===== src/rtl/accu_stream_if.sv =====
// Stream bundle for accu_stream: sample input side, group-result output side and flush.
interface accu_stream_if #(
    parameter int DATA_W = 8,
    parameter int NUM    = 4
);
    localparam int OUT_W = DATA_W + $clog2(NUM);
    localparam int CNT_W = $clog2(NUM + 1);

    logic [DATA_W-1:0] data_in;
    logic              valid_in;
    logic              ready_in;
    logic              flush;
    logic [OUT_W-1:0]  data_out;
    logic [CNT_W-1:0]  cnt_out;
    logic              valid_out;
    logic              ready_out;

    modport master (
        output data_in, valid_in, flush, ready_out,
        input  ready_in, data_out, cnt_out, valid_out
    );

    modport slave (
        input  data_in, valid_in, flush, ready_out,
        output ready_in, data_out, cnt_out, valid_out
    );
endinterface


===== src/rtl/accu_stream.sv =====
// Streaming group accumulator: sums NUM samples (or fewer on flush) and emits one
// result per group with valid/ready handshakes on both sides.
module accu_stream #(
    parameter int DATA_W = 8,
    parameter int NUM    = 4,
    parameter int SIGNED = 0
) (
    input  logic          clk,
    input  logic          rst_n,
    accu_stream_if.slave  bus
);
    localparam int OUT_W = DATA_W + $clog2(NUM);
    localparam int CNT_W = $clog2(NUM + 1);
    localparam logic [CNT_W-1:0] LAST = CNT_W'(NUM - 1);

    logic [OUT_W-1:0] acc_q, acc_d;
    logic [CNT_W-1:0] cnt_q, cnt_d;
    logic [OUT_W-1:0] data_out_q, data_out_d;
    logic [CNT_W-1:0] cnt_out_q, cnt_out_d;
    logic             valid_out_q, valid_out_d;

    logic             accept;
    logic             close;
    logic             ext_bit;
    logic [OUT_W-1:0] sample_ext;
    logic [OUT_W-1:0] sum;
    logic [CNT_W-1:0] cnt_sum;

    assign bus.ready_in  = !valid_out_q || bus.ready_out;
    assign bus.data_out  = data_out_q;
    assign bus.cnt_out   = cnt_out_q;
    assign bus.valid_out = valid_out_q;

    assign ext_bit    = (SIGNED != 0) ? bus.data_in[DATA_W-1] : 1'b0;
    assign sample_ext = {{(OUT_W-DATA_W){ext_bit}}, bus.data_in};
    assign accept     = bus.valid_in && bus.ready_in;
    assign sum        = accept ? acc_q + sample_ext : acc_q;
    assign cnt_sum    = cnt_q + CNT_W'(accept);
    // A flush with an empty group and no sample in flight must not emit anything.
    assign close      = (accept && cnt_q == LAST) ||
                        (bus.ready_in && bus.flush && (cnt_q != '0 || accept));

    always_comb begin
        acc_d       = acc_q;
        cnt_d       = cnt_q;
        data_out_d  = data_out_q;
        cnt_out_d   = cnt_out_q;
        valid_out_d = valid_out_q;
        if (accept) begin
            acc_d = sum;
            cnt_d = cnt_sum;
        end
        if (close) begin
            data_out_d  = sum;
            cnt_out_d   = cnt_sum;
            valid_out_d = 1'b1;
            acc_d       = '0;
            cnt_d       = '0;
        end else if (valid_out_q && bus.ready_out) begin
            valid_out_d = 1'b0;
        end
    end

    always_ff @(posedge clk or negedge rst_n) begin
        if (!rst_n) begin
            acc_q       <= '0;
            cnt_q       <= '0;
            data_out_q  <= '0;
            cnt_out_q   <= '0;
            valid_out_q <= 1'b0;
        end else begin
            acc_q       <= acc_d;
            cnt_q       <= cnt_d;
            data_out_q  <= data_out_d;
            cnt_out_q   <= cnt_out_d;
            valid_out_q <= valid_out_d;
        end
    end
endmodule


===== src/flat_wrapper.sv =====
// flat-port wrapper written by rule: the top's interface ports become plain ports
module accu_stream_flat 
#(
    parameter int DATA_W = 8,
    parameter int NUM    = 4,
    parameter int SIGNED = 0
)
  (clk, rst_n, bus_data_in, bus_valid_in, bus_flush, bus_ready_out, bus_ready_in, bus_data_out, bus_cnt_out, bus_valid_out);
  accu_stream_if #(.DATA_W(DATA_W), .NUM(NUM)) bus_i ();
  input  logic clk;
  input  logic rst_n;
  input wire logic [$bits(bus_i.data_in)-1:0] bus_data_in;
  input wire logic [$bits(bus_i.valid_in)-1:0] bus_valid_in;
  input wire logic [$bits(bus_i.flush)-1:0] bus_flush;
  input wire logic [$bits(bus_i.ready_out)-1:0] bus_ready_out;
  output wire logic [$bits(bus_i.ready_in)-1:0] bus_ready_in;
  output wire logic [$bits(bus_i.data_out)-1:0] bus_data_out;
  output wire logic [$bits(bus_i.cnt_out)-1:0] bus_cnt_out;
  output wire logic [$bits(bus_i.valid_out)-1:0] bus_valid_out;
  assign bus_i.data_in = bus_data_in;
  assign bus_i.valid_in = bus_valid_in;
  assign bus_i.flush = bus_flush;
  assign bus_i.ready_out = bus_ready_out;
  assign bus_ready_in = bus_i.ready_in;
  assign bus_data_out = bus_i.data_out;
  assign bus_cnt_out = bus_i.cnt_out;
  assign bus_valid_out = bus_i.valid_out;
  accu_stream #(.DATA_W(DATA_W), .NUM(NUM), .SIGNED(SIGNED)) u_core (.clk(clk), .rst_n(rst_n), .bus(bus_i));
endmodule

===== config.mk =====
export PLATFORM = sky130hd
export DESIGN_NAME = accu_stream_flat
export DESIGN_NICKNAME = d
export VERILOG_FILES = /design/src/rtl/accu_stream_if.sv /design/src/rtl/accu_stream.sv /design/src/flat_wrapper.sv
export SDC_FILE = /design/constraint.sdc
export NUM_CORES = 1
export LEC_CHECK = 0
export BUFFER_PORTS_ARGS = -buffer_cell sky130_fd_sc_hd__buf_4
export CORE_ASPECT_RATIO = 1.4
export CORE_MARGIN = 1
export CORE_UTILIZATION = 55
export DETAILED_ROUTE_END_ITERATION = 6
export GPL_ROUTABILITY_DRIVEN = 0
export GPL_TIMING_DRIVEN = 1
export PLACE_DENSITY = 0.79
export SKIP_LAST_GASP = 1
export SYNTH_ARGS = -nofsm -noshare
export SYNTH_HDL_FRONTEND = slang
export SYNTH_SLANG_ARGS = --single-unit
export TNS_END_PERCENT = 50

===== constraint.sdc =====
create_clock -name clk -period 4.2 [get_ports clk]
set_input_delay 0.21 -clock clk [delete_from_list [all_inputs] [get_ports clk]]
set_output_delay 0.21 -clock clk [all_outputs]
set_load 0.005 [all_outputs]

==> reports/qor.csv, run 1 <==
metric,value,unit
synthesized flop and latch total,27,
fin util,67.2,%
pre-CTS WS,2000,ps
H-Tree Depth,1,
clock root cell,clkbuf_4,
crit-path max FO,3,
Worst Max-Slew Pin Slew,795,ps
Buf/Inv on CP,0,
placed cell areas,1740,sq um
fraction of the yosys area taken by sequential cells,43.7,%
final instance area,1780,sq um
Final Skew,3.73,ps
"Slew Viols, Final",0,
Die Wd,46.8,um
Post-Syn Area,1550,sq um
Tmin final,2250,ps
Layout Cells excl Fill,212,
Tot GR Track Use,23.3,%
initial antenna violation count,0,
vias in the first global route,1167,
Peak VDD IR,0.352,mV
Syn Nets,176,
Hold Path Class,in2async,
Row Count,22,
Clock transition at path regs,130,ps
CP Launch Type,flip-flop,
slowest cell on the critical path,fa_1,
CTS Hold Bufs,1,
Synth Instances,152,
CP endpoint kind,flip-flop,
core area,2640,sq um
WP data required,4420,ps
Critical Path Max Stage Delay,440,ps
gr busiest metal,met2,
Max Cap Viol,0,
Synth cell types,41,
Mean Syn Cell Area,10.2,sq um
YS warnings,0,
GRT overflow,0,
Fin Hold WS,311,ps
die height,64.8,um
setup bufs post-CTS,0,
Layout Nets,201,
GRT met1 Usage,26.4,%
Worst slew margin,46.6,%
final WL,3.16,mm
Pwr Total,1.16,mW
first-pass GRT wire length,5.03,mm
Setup TNS,0,ps
crit path kind,reg2reg,
die footprint,3030,sq um
LEAKAGE,0.884,nW
CTS tree,yes,
Area contributors post-synth,"dfrtp_1, ha_1, nand2_1",
TritonCTS buffer count,3,
largest net degree at the start of global routing,28,
post_cts resized,0,
Detail Route Antenna Nets,0,
DR vias,1194,
met2 GRT Util,41.1,%
Final WS setup,1950,ps
"Clk Latency, worst-skew pair",310,ps
Cell Count Post-Placement,207,
Power Density,655,nW/um^2
period utilization,53.6,%
DR iter-0 viols,17,
Yosys top cell by area,dfrtp_1,
CP Cell Sequence,"ha_1, fa_1, a21o_1, a21oi_1, xor2_1, o21ai_0, mux2_2",
Initial Util,58.6,%
"Largest delay share family, worst path",adder cells,
hold violation count in the final report,0,
area delta synth->final,14.8,%
first drt pass iteration count,4,
Clock Path Buffers,2,
RSZ-0062 raised after global routing,false,
f_max,0.445,GHz
Fillers,230,
Synth top area share,43.7,%
drt via density,5.63,
layout cells sized above 1,26.7,%
status,completed,
Post-route DRC,0,
DR WL/cell,14.9,um
final setup fails,0,
post-DP HPWL,2.48,mm
Worst Path Arrival,2470,ps
PortBufs,27,
Diodes inserted,0,
grt met3 use,2.23,%
clock sink count,27,
I/O Pins,28,
[layer usage]
layer | wire (um) | share of wire (%) | vias up
met1 | 1270 | 40 | 563
li1 | - | - | 581
met5 | 0 | 0 | -
met4 | 102 | 3.2 | 0
met3 | 120 | 3.8 | 8
met2 | 1660 | 53 | 42
[cell usage after synthesis]
| cell | count |
|---|---|
| fa_1 | 1 |
| xor2_1 | 3 |
| a21o_1 | 3 |
| ha_1 | 10 |
| xnor2_1 | 5 |
| o21ai_1 | 2 |
| nand4_1 | 2 |
| buf_6 | 2 |
| a311oi_1 | 1 |
| o21ai_0 | 2 |
| and2b_1 | 1 |
| nand3b_1 | 1 |
| nor3_1 | 1 |
| nand3_1 | 5 |
| clkinv_2 | 1 |
| a2bb2oi_1 | 1 |
| inv_1 | 3 |
| mux2_2 | 2 |
| nor4_2 | 1 |
| a31oi_2 | 1 |
| or4_4 | 1 |
| o21a_1 | 1 |
| o21ai_2 | 6 |
| o211ai_1 | 1 |
| dfrtp_1 | 27 |
| a211o_1 | 1 |
| a221oi_2 | 1 |
| nand2_1 | 27 |
| mux2i_1 | 4 |
| o31a_1 | 1 |
| and4_1 | 1 |
| nor2_1 | 10 |
| and2_4 | 2 |
| nor4_4 | 1 |
| o31ai_1 | 2 |
| and3_1 | 2 |
| a31oi_1 | 1 |
| buf_4 | 1 |
| a21oi_1 | 8 |
| a21oi_2 | 1 |
| buf_2 | 5 |
[final cells by class]
type | count | area (sq um) | area share, %
Multi-Input combinational cell | 113 | 801 | 45.1
Sequential cell | 27 | 676 | 38.0
Timing Repair Buffer | 28 | 213 | 12.0
Tap cell | 36 | 45.0 | 2.54
Clock buffer | 4 | 26.3 | 1.48
Inverter | 4 | 16.3 | 0.915
[flip-flops by register name, indices dropped and copies added, names as in the netlist]
name	flops
u_core.bus.cnt_out	3
u_core.acc_q	10
u_core.bus.data_out	10
u_core.bus.valid_out	1
u_core.cnt_q	3
[where the power goes]
part           leakage (nW)  switching [mW]  total [mW]  internal, mW
Clock                0.0150          0.0704       0.108        0.0371
Sequential            0.348          0.0707       0.436         0.365
Combinational         0.520           0.332       0.620         0.288
[cell usage in the layout (no fill, tap or decap), types with 3 or more instances in the layout]
cell	Yosys	final
nand2_1	27	27
buf_4	1	27
dfrtp_1	27	27
nor2_1	10	10
ha_1	10	10
a21oi_1	8	8
o21ai_2	6	6
xnor2_1	5	5
nand3_1	5	5
mux2i_1	4	4
inv_1	3	3
a21o_1	3	3
xor2_1	3	3
clkbuf_4	0	3
[final timing paths]
check	start	endpoint	slack, ps	depth (start not counted)
setup / recovery	u_core.acc_q[0]	u_core.bus.data_out[4]	1950	7
hold / removal	rst_n	u_core.bus.data_out[4]	310	2
setup reg to reg	u_core.acc_q[0]	u_core.bus.data_out[4]	1950	7
hold reg to reg	u_core.bus.data_out[8]	u_core.bus.data_out[8]	500	2
max in group asynchronous	rst_n	u_core.acc_q[7]	3640	2
min in group clk	bus_data_in[0]	u_core.bus.data_out[0]	320	4
[cells by family (layout without fill, tap and decap cells)]
| family | Yosys count | after routing | share of synthesized area, % |
|---|---|---|---|
| compound gates | 33 | 33 | 15.7 |
| xor+xnor | 8 | 8 | 4.53 |
| fa+ha+maj | 11 | 11 | 9.38 |
| buf+inv | 12 | 36 | 4.61 |
| flops | 27 | 27 | 43.7 |
| mux | 6 | 6 | 4.04 |
| simple gates | 55 | 55 | 18.1 |
Power figures use the tool's default switching activity.
==> run 2, diff against run 1 <==
Clock period 4.2 ns to 2.23 ns, I/O delays scaled along.
==> run 2 against run 1 <==
Clock power increased by 93%. First-iteration DRC count fell by 12%. Non-clock buffer count is 3 higher. Count of clock-buffer cells in the layout is 1 lower. Sequential share of layout area is 0.50 points lower. Sequential power is 87% higher. Routed wire length is 1.7% lower. Critical path type unchanged. Highest routed layer unchanged.
==> reports/qor.csv, run 2 (synthesis results as in run 1) <==
metric,value,unit,change
CP startpoint,u_core.acc_q[0],,
GRT overflow,0,,unchanged
first drt pass iteration count,5,,+1
final setup fails,0,,unchanged
hold violation count in the final report,0,,unchanged
core area,2640,sq um,unchanged
Tot GR Track Use,24.2,%,+0.92 points
initial antenna violation count,0,,unchanged
die height,64.8,um,unchanged
Initial Util,58.6,%,unchanged
DR WL/cell,14.4,um,-3.1%
Final Skew,5.94,ps,+2.21 ps
r2r startpoint,u_core.acc_q[0],,
Clock transition at path regs,140,ps,about the same
Diodes inserted,0,,unchanged
post-DP HPWL,2.44,mm,-1.6%
I/O Pins,28,,unchanged
largest net degree at the start of global routing,28,,unchanged
Setup TNS,0,ps,unchanged
Max Cap Viol,0,,unchanged
PortBufs,27,,unchanged
"most common cell after layout, fill and taps aside",buf_4,,
layout cells sized above 1,28.5,%,+1.8 points
Detail Route Antenna Nets,0,,unchanged
WP data required,2450,ps,-1970 ps
crit-path max FO,3,,unchanged
vias in the first global route,1176,,+0.77%
DR vias,1201,,+0.59%
period utilization,96.2,%,+43 points
clock root cell,clkbuf_4,,
die footprint,3030,sq um,unchanged
crit path kind,reg2reg,,
first-pass GRT wire length,5.29,mm,+5.1%
f_max,0.466,GHz,+4.8%
"Clk Latency, worst-skew pair",320,ps,about the same
most frequent cells in the layout,"buf_4, nand2_1, dfrtp_1",,
Power Density,1220,nW/um^2,+86%
Post-route DRC,0,,unchanged
CP endpoint,u_core.bus.data_out[4],,
setup bufs post-CTS,0,,unchanged
Hold Path Class,in2async,,
Layout Nets,204,,+1.5%
Die Wd,46.8,um,unchanged
drt via density,5.59,,-0.82%
Tmin final,2150,ps,-104 ps
final WL,3.10,mm,-1.7%
H-Tree Depth,1,,unchanged
status,completed,,
Fin Hold WS,214,ps,-96.7 ps
RR Endpoint,u_core.bus.data_out[4],,
DR iter-0 viols,15,,-2
CP Launch Type,flip-flop,,
Worst Max-Slew Pin Slew,400,ps,-395 ps
Peak VDD IR,0.694,mV,+97%
Worst Path Arrival,2370,ps,-100 ps
RSZ-0062 raised after global routing,false,,
CTS tree,yes,,
R2R setup slack,80,ps,-1870 ps
CP endpoint kind,flip-flop,,
Clock Path Buffers,2,,unchanged
Row Count,22,,unchanged
"Slew Viols, Final",0,,unchanged
Worst slew margin,73.1,%,+26 points
R2R cell count,7,,unchanged
TritonCTS buffer count,3,,unchanged
area delta synth->final,16.3,%,
clock sink count,27,,unchanged
LEAKAGE,0.901,nW,+2.0%
run 2: cell types whose count changed in the layout (fill, tap and decap cells not counted), sizes merged:
cell    delta
buf        +3
clkinv     +1
clkbuf     -1
run 2: per-layer routing:
metal	wire length [um]	up-vias	track usage [%]
li1	-	584	-
met1	1280	568	30.6
met2	1630	39	39.4
met3	97	10	2.51
met4	93	0	12.1
met5	0	-	0
run 2: timing repair:
| item | in CTS | in global routing |
|---|---|---|
| endpoints found under the hold margin | 27 | 0 |
| resized for setup | 0 | 0 |
| hold buffers | 1 | 0 |
run 2: layout make-up:
type,count,area (sq um)
fill,233,842
multi-input combinational,113,801
sequential,27,676
timing repair buffer,31,235
tap,36,45.0
clock buffer,3,22.5
inverter,4,16.3
clock inverter,1,5.00
run 2: worst min-delay path by stage:
stage                      from                      to  slack (ps)
after floorplan           rst_n         u_core.acc_q[0]        -180
after global placement    rst_n    u_core.bus.valid_out          40
after detailed placement  rst_n  u_core.bus.data_out[3]          40
after CTS                 rst_n         u_core.cnt_q[1]         210
after global routing      rst_n  u_core.bus.data_out[3]         230
final                     rst_n    u_core.bus.valid_out         210
run 2: worst max-delay path, cell delays in order, from the launching register on:
cell     delay [ps]
dfrtp_1         410
ha_1            230
fa_1            440
a21o_1          230
a21oi_1         170
xor2_1          160
o21ai_0         120
mux2_2          280
run 2: power by group:
part | switching (mW) | internal (mW)
Clock | 0.140 | 0.0672
Combinational | 0.615 | 0.557
Sequential | 0.126 | 0.687
Total | 0.882 | 1.31
run 2: stage by stage:
stage | instance area [sq um] | util [%] | power (mW) | setup WS (ps) | cells
floorplan | 1550 | - | 1.63 | 268 | 152
CTS | 1800 | 68.1 | 2.21 | 108 | 215
global route | 1800 | 68.1 | 2.38 | 0.868 | 215
detailed placement | 1760 | 66.7 | 2.00 | 138 | 210
global placement | 1760 | 66.7 | 1.94 | 204 | 210
finish | 1800 | 68.1 | 2.19 | 84.4 | 215
==> run 3, diff against run 2 <==
Settings changed: CTS_BUF_LIST from default to sky130_fd_sc_hd__clkbuf_16.
==> run 3 against run 2 <==
Routed wire length is 3.4% higher. Sequential share of layout area is 1.1 points lower. Via count increased by 1.5%. Global-route usage rose by 0.67 points. Clock power rose by 93%. Worst setup slack gained 11 ps. Register-to-register slack barely moved. Count of clock-buffer cells in the layout is the same. Final area increased by 2.9%. Largest power group unchanged. Combinational power hardly changed.
==> reports/qor.csv, run 3 (synthesis results as in run 1) <==
metric,value,unit,change
Layout Nets,204,,unchanged
CP Launch Type,flip-flop,,
PortBufs,27,,unchanged
Clock transition at path regs,60,ps,-80 ps
Worst Max-Slew Pin Slew,402,ps,+1.91 ps
period utilization,95.7,%,-0.49 points
first-pass GRT wire length,5.38,mm,+1.8%
Row Count,22,,unchanged
Power Density,1300,nW/um^2,+6.4%
"most common cell after layout, fill and taps aside",buf_4,,
drt via density,5.67,,+1.5%
TritonCTS buffer count,3,,unchanged
final WL,3.21,mm,+3.4%
CTS tree,yes,,
DR vias,1219,,+1.5%
die footprint,3030,sq um,unchanged
LEAKAGE,0.924,nW,+2.6%
Worst slew margin,73.0,%,-0.13 points
Final WS setup,95.4,ps,+10.9 ps
CP startpoint,u_core.acc_q[0],,
hold violation count in the final report,0,,unchanged
first drt pass iteration count,4,,-1
crit-path max FO,3,,unchanged
Detail Route Antenna Nets,0,,unchanged
WP data required,2370,ps,-80 ps
most frequent cells in the layout,"buf_4, nand2_1, dfrtp_1",,
largest net degree at the start of global routing,28,,unchanged
Worst Path Arrival,2280,ps,-90 ps
clock root cell,clkbuf_16,,
initial antenna violation count,0,,unchanged
vias in the first global route,1189,,+1.1%
r2r startpoint,u_core.acc_q[0],,
status,completed,,
pre-CTS WS,138,ps,unchanged
clock sink count,27,,unchanged
Clock Path Buffers,2,,unchanged
"Clk Latency, worst-skew pair",260,ps,-60 ps
Setup TNS,0,ps,unchanged
Post-route DRC,0,,unchanged
RSZ-0062 raised after global routing,false,,
crit path kind,reg2reg,,
Hold Path Class,in2async,,
Tot GR Track Use,24.8,%,+0.67 points
final setup fails,0,,unchanged
GRT overflow,0,,unchanged
Peak VDD IR,0.716,mV,+3.1%
core area,2640,sq um,unchanged
f_max,0.468,GHz,+0.51%
Fin Hold WS,290,ps,+75.7 ps
die height,64.8,um,unchanged
CP endpoint kind,flip-flop,,
Pwr Total,2.40,mW,+9.5%
Final Skew,3.30,ps,-2.64 ps
Max Cap Viol,0,,unchanged
H-Tree Depth,1,,unchanged
I/O Pins,28,,unchanged
Initial Util,58.6,%,unchanged
Diodes inserted,0,,unchanged
layout cells sized above 1,28.5,%,unchanged
area delta synth->final,19.7,%,
Tmin final,2130,ps,-10.9 ps
"Slew Viols, Final",0,,unchanged
Die Wd,46.8,um,unchanged
DR iter-0 viols,28,,+13
post-DP HPWL,2.44,mm,unchanged
DR WL/cell,14.9,um,+3.4%
[run 3: layout make-up]
type	instances	area (sq um)
Multi-Input combinational cell	113	801
Fill cell	224	790
Sequential cell	27	676
Timing Repair Buffer	31	235
Clock buffer	3	75.1
Tap cell	36	45.0
Inverter	4	16.3
Clock inverter	1	5.00
[run 3: critical path, cell delays in order, from the launching register on]
cell and delay (ps):
dfrtp_1 380, ha_1 230, fa_1 430, a21o_1 230
a21oi_1 170, xor2_1 170, o21ai_0 120, mux2_2 280
[run 3: per-stage QoR]
| stage | cell area, sq um | cells | utilization [%] |
|---|---|---|---|
| detailed placement | 1760 | 210 | 66.7 |
| finish | 1850 | 215 | 70.1 |
| floorplan | 1550 | 152 | - |
| global route | 1850 | 215 | 70.1 |
| global placement | 1760 | 210 | 66.7 |
| CTS | 1850 | 215 | 70.1 |
[run 3: timing repair]
action / in CTS / in global routing
hold endpoints to repair: 27 / 0
hold buffers: 1 / 0
setup buffers: 0 / 0
gates resized for setup: 0 / 0
[run 3: where the power goes]
part,internal [mW],leakage (nW),switching [mW]
clock,0.242,0.0409,0.160
sequential,0.690,0.348,0.130
combinational,0.557,0.535,0.624
total,1.49,0.924,0.914
[run 3: final timing paths]
check / end / slack (ps) / cells after the start
worst max-delay path: u_core.bus.data_out[4] / 100 / 7
worst min-delay path: u_core.bus.valid_out / 290 / 2
worst max register to register: u_core.bus.data_out[4] / 100 / 7
worst min register to register: u_core.bus.data_out[7] / 480 / 2
max in group asynchronous: u_core.acc_q[1] / 1690 / 2
min in group clk: u_core.bus.data_out[0] / 310 / 4
[run 3: per-layer routing]
metal	routed length (um)	global-route usage [%]	up-vias	part of all wire, %
met5	0	0	-	0
met4	109	12.5	0	3.4
met2	1690	40.6	32	53
met3	88	3.06	12	2.7
li1	-	-	589	-
met1	1330	30.9	586	41
